**src/rtl/cpu_io_pkg.sv**
```systemverilog
// Shared types for the CPU output port: word type and transmit FSM states.
package cpu_io_pkg;

  localparam int OUTWIDTH = 25;

  typedef logic [OUTWIDTH-1:0] out_word_t;

  typedef enum logic [0:0] {
    TX_EMPTY = 1'b0,
    TX_VALID = 1'b1
  } tx_state_t;

  // Occupancy seen by software: buffered entries plus the presented word.
  function automatic logic [4:0] port_level(input logic [3:0] fifo_count, input logic out_valid);
    port_level = {1'b0, fifo_count} + {4'b0000, out_valid};
  endfunction

endpackage

```
**src/rtl/out_fifo.sv**
```systemverilog
// Single-clock synchronous FIFO with combinational head, registered count and full.
module out_fifo
  import cpu_io_pkg::*;
#(
  parameter int DATAWIDTH = OUTWIDTH,
  parameter int DEPTH     = 8,
  parameter int PTRWIDTH  = 3
) (
  input  logic                 clock,
  input  logic                 reset,
  input  logic                 push,
  input  logic [DATAWIDTH-1:0] wdata,
  input  logic                 pop,
  output logic [DATAWIDTH-1:0] rdata,
  output logic [PTRWIDTH:0]    count,
  output logic                 full
);

  localparam logic [PTRWIDTH:0] C_DEPTH = (PTRWIDTH+1)'(DEPTH);

  logic [DATAWIDTH-1:0] r_mem [DEPTH];
  logic [PTRWIDTH-1:0]  r_wr_ptr;
  logic [PTRWIDTH-1:0]  r_rd_ptr;
  logic [PTRWIDTH:0]    r_count;
  logic                 r_full;

  logic                 w_do_push;
  logic                 w_do_pop;
  logic [PTRWIDTH:0]    w_count_nxt;

  // A push into a full FIFO is legal only when the head leaves on the same edge.
  assign w_do_pop  = pop && (r_count != {(PTRWIDTH+1){1'b0}});
  assign w_do_push = push && (!r_full || w_do_pop);

  always_comb begin
    w_count_nxt = r_count;
    case ({w_do_push, w_do_pop})
      2'b10:   w_count_nxt = r_count + (PTRWIDTH+1)'(1);
      2'b01:   w_count_nxt = r_count - (PTRWIDTH+1)'(1);
      default: w_count_nxt = r_count;
    endcase
  end

  always_ff @(posedge clock) begin
    if (!reset) begin
      r_wr_ptr <= {PTRWIDTH{1'b0}};
      r_rd_ptr <= {PTRWIDTH{1'b0}};
      r_count  <= {(PTRWIDTH+1){1'b0}};
      r_full   <= 1'b0;
    end else begin
      if (w_do_push) begin
        r_wr_ptr <= r_wr_ptr + PTRWIDTH'(1);
      end
      if (w_do_pop) begin
        r_rd_ptr <= r_rd_ptr + PTRWIDTH'(1);
      end
      r_count <= w_count_nxt;
      r_full  <= (w_count_nxt == C_DEPTH);
    end
  end

  // Storage is cleared on reset so the head can never carry X.
  always_ff @(posedge clock) begin
    if (!reset) begin
      for (int i = 0; i < DEPTH; i++) begin
        r_mem[i] <= {DATAWIDTH{1'b0}};
      end
    end else if (w_do_push) begin
      r_mem[r_wr_ptr] <= wdata;
    end
  end

  assign rdata = r_mem[r_rd_ptr];
  assign count = r_count;
  assign full  = r_full;

endmodule

```
**src/rtl/out_port_tx.sv**
```systemverilog
// Transmit side of the CPU output port: FIFO-buffered words presented on outFlag/out
// with a ready handshake, one-cycle bypass when the FIFO is empty, sticky overflow.
module out_port_tx
  import cpu_io_pkg::*;
#(
  parameter int DATAWIDTH = OUTWIDTH,
  parameter int DEPTH     = 8,
  parameter int PTRWIDTH  = 3
) (
  input  logic                 clock,
  input  logic                 reset,
  input  logic                 wrEn,
  input  logic [DATAWIDTH-1:0] wrData,
  output logic                 full,
  input  logic                 outReady,
  output logic                 outFlag,
  output logic [DATAWIDTH-1:0] out,
  output logic [PTRWIDTH+1:0]  level,
  output logic                 overflow
);

  tx_state_t            r_state;
  logic [DATAWIDTH-1:0] r_out;
  logic                 r_overflow;

  tx_state_t            w_state_nxt;
  logic [DATAWIDTH-1:0] w_out_nxt;
  logic                 w_pop;
  logic                 w_slot_free;
  logic                 w_fifo_empty;
  logic                 w_fifo_rd;
  logic                 w_bypass;
  logic                 w_push_req;
  logic                 w_fifo_wr;
  logic                 w_drop;
  logic                 w_fifo_full;
  logic [PTRWIDTH:0]    w_fifo_count;
  logic [DATAWIDTH-1:0] w_fifo_head;

  assign w_pop        = (r_state == TX_VALID) && outReady;
  assign w_slot_free  = (r_state == TX_EMPTY) || w_pop;
  assign w_fifo_empty = (w_fifo_count == {(PTRWIDTH+1){1'b0}});
  assign w_fifo_rd    = w_slot_free && !w_fifo_empty;
  // Bypass only with an empty FIFO so a new word never overtakes buffered ones.
  assign w_bypass     = w_slot_free && w_fifo_empty && wrEn;
  assign w_push_req   = wrEn && !w_bypass;
  assign w_fifo_wr    = w_push_req && (!w_fifo_full || w_fifo_rd);
  assign w_drop       = w_push_req && w_fifo_full && !w_fifo_rd;

  out_fifo #(
    .DATAWIDTH (DATAWIDTH),
    .DEPTH     (DEPTH),
    .PTRWIDTH  (PTRWIDTH)
  ) u_fifo (
    .clock (clock),
    .reset (reset),
    .push  (w_fifo_wr),
    .wdata (wrData),
    .pop   (w_fifo_rd),
    .rdata (w_fifo_head),
    .count (w_fifo_count),
    .full  (w_fifo_full)
  );

  always_comb begin
    w_state_nxt = r_state;
    w_out_nxt   = r_out;
    case (r_state)
      TX_EMPTY: begin
        if (w_fifo_rd) begin
          w_state_nxt = TX_VALID;
          w_out_nxt   = w_fifo_head;
        end else if (w_bypass) begin
          w_state_nxt = TX_VALID;
          w_out_nxt   = wrData;
        end else begin
          w_state_nxt = TX_EMPTY;
        end
      end
      TX_VALID: begin
        if (!w_pop) begin
          w_state_nxt = TX_VALID;
        end else if (w_fifo_rd) begin
          w_state_nxt = TX_VALID;
          w_out_nxt   = w_fifo_head;
        end else if (w_bypass) begin
          w_state_nxt = TX_VALID;
          w_out_nxt   = wrData;
        end else begin
          w_state_nxt = TX_EMPTY;
        end
      end
      default: begin
        w_state_nxt = TX_EMPTY;
        w_out_nxt   = {DATAWIDTH{1'b0}};
      end
    endcase
  end

  always_ff @(posedge clock) begin
    if (!reset) begin
      r_state    <= TX_EMPTY;
      r_out      <= {DATAWIDTH{1'b0}};
      r_overflow <= 1'b0;
    end else begin
      r_state    <= w_state_nxt;
      r_out      <= w_out_nxt;
      r_overflow <= r_overflow | w_drop;
    end
  end

  assign outFlag  = (r_state == TX_VALID);
  assign out      = r_out;
  assign full     = w_fifo_full;
  assign overflow = r_overflow;
  assign level    = {1'b0, w_fifo_count} + {{(PTRWIDTH+1){1'b0}}, outFlag};

endmodule

```
**config.mk**
```make
export PLATFORM = sky130hd
export DESIGN_NAME = out_port_tx
export DESIGN_NICKNAME = d
export VERILOG_FILES = /design/src/rtl/cpu_io_pkg.sv /design/src/rtl/out_fifo.sv /design/src/rtl/out_port_tx.sv
export SDC_FILE = /design/constraint.sdc
export NUM_CORES = 1
export LEC_CHECK = 0
export ABC_AREA = 1
export CAP_MARGIN = 20
export CORE_MARGIN = 2
export CORE_UTILIZATION = 30
export CTS_CLUSTER_SIZE = 25
export DETAILED_ROUTE_END_ITERATION = 6
export GPL_TIMING_DRIVEN = 0
export PLACE_DENSITY = 0.45
export SLEW_MARGIN = 20
export SYNTH_ARGS = -nofsm -noshare
export SYNTH_HDL_FRONTEND = slang
export SYNTH_SLANG_ARGS = --single-unit
```
**constraint.sdc**
```tcl
create_clock -name clock -period 4.2 [get_ports clock]
set_input_delay 0.84 -clock clock [delete_from_list [all_inputs] [get_ports clock]]
set_output_delay 0.84 -clock clock [all_outputs]
set_load 0.02 [all_outputs]
```
# Word-level counts from Yosys, hierarchy flattened
# Memory sizes are Yosys's and may differ from the RTL's. A register that Yosys moved wholly into a read port is not among the register bits.
# Index checks and enable logic that the tools add are counted.
# totals
ram_bits	200
ff_bits	38
wordCells	57
mem_count	1
out_inout_bits	33
# mem_list
memory	depth	width	rd	rd_ports_with_merged_regs	write_ports	line	text
u_fifo.r_mem	8	25	1	1	8	out_fifo.sv:21	logic [DATAWIDTH-1:0] r_mem [DEPTH];
# op_classes
add_sub_neg	5
eq_ne	4
n_reduce_logical	20
muxes	18
bitwise	2
# ops
op	count
$mux W25	4
$pmux W25 S2	1
$reduce_or A25 Y1	1
$logic_and A1 B1 Y1	10
$mux W3	3
$mux W1	8
$pmux W4 S2	1
$add A3 B1 Y3 const B	2
$add A4 B1 Y5	1
$add A4 B1 Y4 const B	1
$eq A4 B4 Y1 const B	1
$logic_not A1 Y1	4
$logic_not A4 Y1	1
$reduce_bool A4 Y1	1
$sub A4 B1 Y4 const B	1
$logic_or A1 B1 Y1	3
$eq A2 B1 Y1 const B	1
$eq A2 B2 Y1 const B	1
$ne A2 B1 Y1 const B	1
$pmux W1 S2	1
$not A1 Y1	1
$or A1 B1 Y1	1

# Depth between registers and ports, before layout
# logic_depth
ltp_word	13
ltp_mapped	18

# Cells and area by module
# A second synthesis with hierarchy kept.
# unflattened
cells_unflattened	1185
hier_area_um2	11220.8
# modules_own_cells
mod	cells_each	n_inst	area_per_inst_um2
out_fifo	942	1	9594.2
out_port_tx	243	1	1626.6

# Least setup slack after synthesis
# Ideal clock, no wire load.
# synth_timing
path_type	input-to-reg
start	in outReady
end	mem u_fifo.r_mem[1][0] (netlist name) (enable)
path_buffers	1
required_time_ps	3818
slack_ps	1484
cell_stages	11
t_arrival_ps	2334
setup_time_ps	382
path_cell_list	inv_1 -> nand2_2 -> inv_1 -> nand2_1 -> nand2_1 -> inv_1 -> nand2_2 -> nor2_8 -> nand3_2 -> buf_6 -> nand2_1
# synth_lines
item	line	text
start: declaration	out_port_tx.sv:15	input logic outReady,
end: declaration	out_fifo.sv:21	

==> flow_summary.ini <==
[die]
die_width_um = 195
ioPinCount = 62
dieArea_mm2 = 0.0380
die_y_um = 195
initial_utilization_pct = 30.6
core-area_mm2 = 0.0357
placementRows = 69

[synthesis]
yosysUniqueCellTypes = 26
synth_warnings = 0
syn_nets = 1215
synth_top_family_by_area = simple AND/OR/NAND/NOR gates
synth.avg_cell_area_um2 = 9.28
ys_seq_elements = 241
synth_fa_ha_area_share_pct = 0.801
synth_compound_area_share_pct = 6.51
seq_area_frac_synth_pct = 62.4
synth-xor-area-share_pct = 0.320
postSynthCellCount = 1179
synth-simple-area-share_pct = 23.6
synth.mux.area_fraction_pct = 0
syn_area_mm2 = 0.0109

[layout]
num_antenna_cells = 0
synthToLayoutAreaGrowth_pct = 20.6
fill_cells = 3645
final_cell_area_mm2 = 0.0132
post-route-util_pct = 36.9
final_net_count = 1312
layout_common_cells = nor2_1, edfxtp_1, nand2_1
final_common_cell = nor2_1
regArea_mm2 = 0.00683
multiInputGateArea_mm2 = 0.00344
drive_gt1_share_pct = 8.24

[placement]
placed_cell_area_mm2 = 0.0123
dp_hpwl_um = 23000
port_buffers = 61
place_congestion = 0.757

[sta]
fmax_mhz = 316
post-route-period-util_pct = 75.4
hold_viol = 0
finalSetupTns_ns = 0
hold_slack_ns = 0.460
slew_violations = 0
max_slew_margin_pct = 34.6
fin_worst_skew_ns = 0.0117
worst_pin_slew_ns = 0.981
fin_crit_ns = 3.16
setup_violations = 0
rsz0062_at_grt = false

[status]
status = finished, final reports clean

[global_route]
grt_start_max_net_pins = 26
grt_pass1_vias = 8339
grt_pass1_wl_um = 53300
antenna_found_initial = 0
gr-total-overflow = 0
grt_use_total_pct = 19.0

[worst_setup_path]
path_max_fanout = 25
crit_type = in -> reg
startpoint_type = input pin
cp-end-kind = flip-flop
critPathRequiredTime_ns = 4.28
arrival_ns = 3.25

[cts]
cts_buffers = 29
cts_setup_buffers = 0
clock_latency_ns = 0.54
htreeDepth = 1
ctsResizeCount = 0
hold_buffers = 0
clk_path_buf_depth = 3
clock-sinks = 241
cts_tree = built
clk_pin_slew_ns = 0.06
cts_root_buf = clkbuf_16

[routing]
drt_wl_total_um = 35900
wire_per_inst_um = 20.4
via_per_inst = 4.80
drc = 0
via_count = 8437
firstDrtPassIters = 6
drtAntennaViolNets = 0
drt_iter0_drc = 716

[power]
seqPwrFrac_pct = 35.6
power_density_mw_per_mm2 = 641
power_frac_comb_pct = 35.4
pwr-share-clk_pct = 29.0
irDropWorstVdd_v = 0.000401
power.leakage_uw = 0.00532
switchingPower_uw = 3210
swShare_pct = 38.0
intPower_uw = 5240

[hold_path]
worstHoldPathType = reg -> reg

[run]
cap_violations = 0
==> logic make-up after synthesis <==
family | count (synthesis)
AO/OA/AOI/OAI | 142
XOR/XNOR | 4
adder cells (fa/ha/maj) | 7
buffers and inverters | 146
flip-flops | 241
AND/OR/NAND/NOR | 639
==> flip-flops by register name, summed over array words and instances, names as in the netlist, named ones only <==
register / cells
u_fifo.r_wr_ptr: 3
overflow: 1
out: 25
u_fifo.count: 4
u_fifo.r_rd_ptr: 3
u_fifo.full: 1
outFlag: 1
u_fifo.r_mem: 200
==> per-layer routing <==
layer	part of all wire, %	global-route usage, %
met5	0	0
met4	2.6	5.17
met3	5.6	3.40
met2	47	31.4
met1	45	25.6
==> power by group through the flow <==
stage | Clock, µW | Combinational, µW | Sequential [µW]
CTS | 2480 | 3010 | 3010
floorplan | 0 | 1670 | 3160
global route | 2590 | 3320 | 3040
global placement | 0 | 2980 | 3060
detailed placement | 0 | 3000 | 3060
finish | 2450 | 2990 | 3010
==> stage by stage <==
| step | worst slack [ns] | instances | total power, µW |
|---|---|---|---|
| after floorplan | 1.48 | 1179 | 4840 |
| after global placement | -0.0564 | 1701 | 6030 |
| after detailed placement | 0.472 | 1706 | 6060 |
| after CTS | 1.02 | 1759 | 8510 |
| after global routing | 0.881 | 1759 | 8940 |
| final | 1.04 | 1759 | 8460 |
==> critical path: stages <==
cell and delay (ns):
clkdlybuf4s50_1 0.55, clkbuf_1 0.57, clkbuf_1 0.58, nand2_2 0.68
==> cells in the mapped netlist <==
cell type / number / area share, %
buf_6: 16 / 1.6
inv_1: 75 / 2.6
xor2_1: 3 / 0.24
xnor2_1: 1 / 0.080
buf_4: 1 / 0.069
nor3_1: 1 / 0.046
clkinv_1: 2 / 0.069
o21ai_1: 1 / 0.046
and3_1: 1 / 0.057
nand2_1: 174 / 6.0
a21oi_1: 57 / 2.6
nand2_2: 3 / 0.17
nand4_1: 1 / 0.057
nand3_1: 82 / 3.8
edfxtp_1: 200 / 55
buf_1: 6 / 0.21
inv_2: 1 / 0.034
dfxtp_1: 41 / 7.5
buf_2: 19 / 0.87
nor2_8: 1 / 0.18
clkbuf_1: 26 / 0.89
nand3_2: 8 / 0.73
nor2_1: 368 / 13
o21ai_0: 83 / 3.8
o22ai_1: 1 / 0.057
ha_1: 7 / 0.80
==> path summary, 6_finish.rpt <==
kind	from	depth (start not counted)	slack, ns	to
worst min register to register	overflow	2	0.46	overflow
worst min-delay path	overflow	2	0.46	overflow
worst max register to register	u_fifo.count[1]	15	1.31	u_fifo.full
worst max-delay path	reset	4	1.04	u_fifo.r_mem[1][14]
==> cell type report <==
type                    count  area share (%)
clock inverters            10           0.636
well taps                 461            4.37
plain buffers              68            3.05
multi-input cells         792            26.0
inverters                  78            2.22
repair buffers             66            5.56
flip-flops and latches    241            51.8
clock buffers              43            6.36
Note: power is estimated with default switching activity, not from simulation.
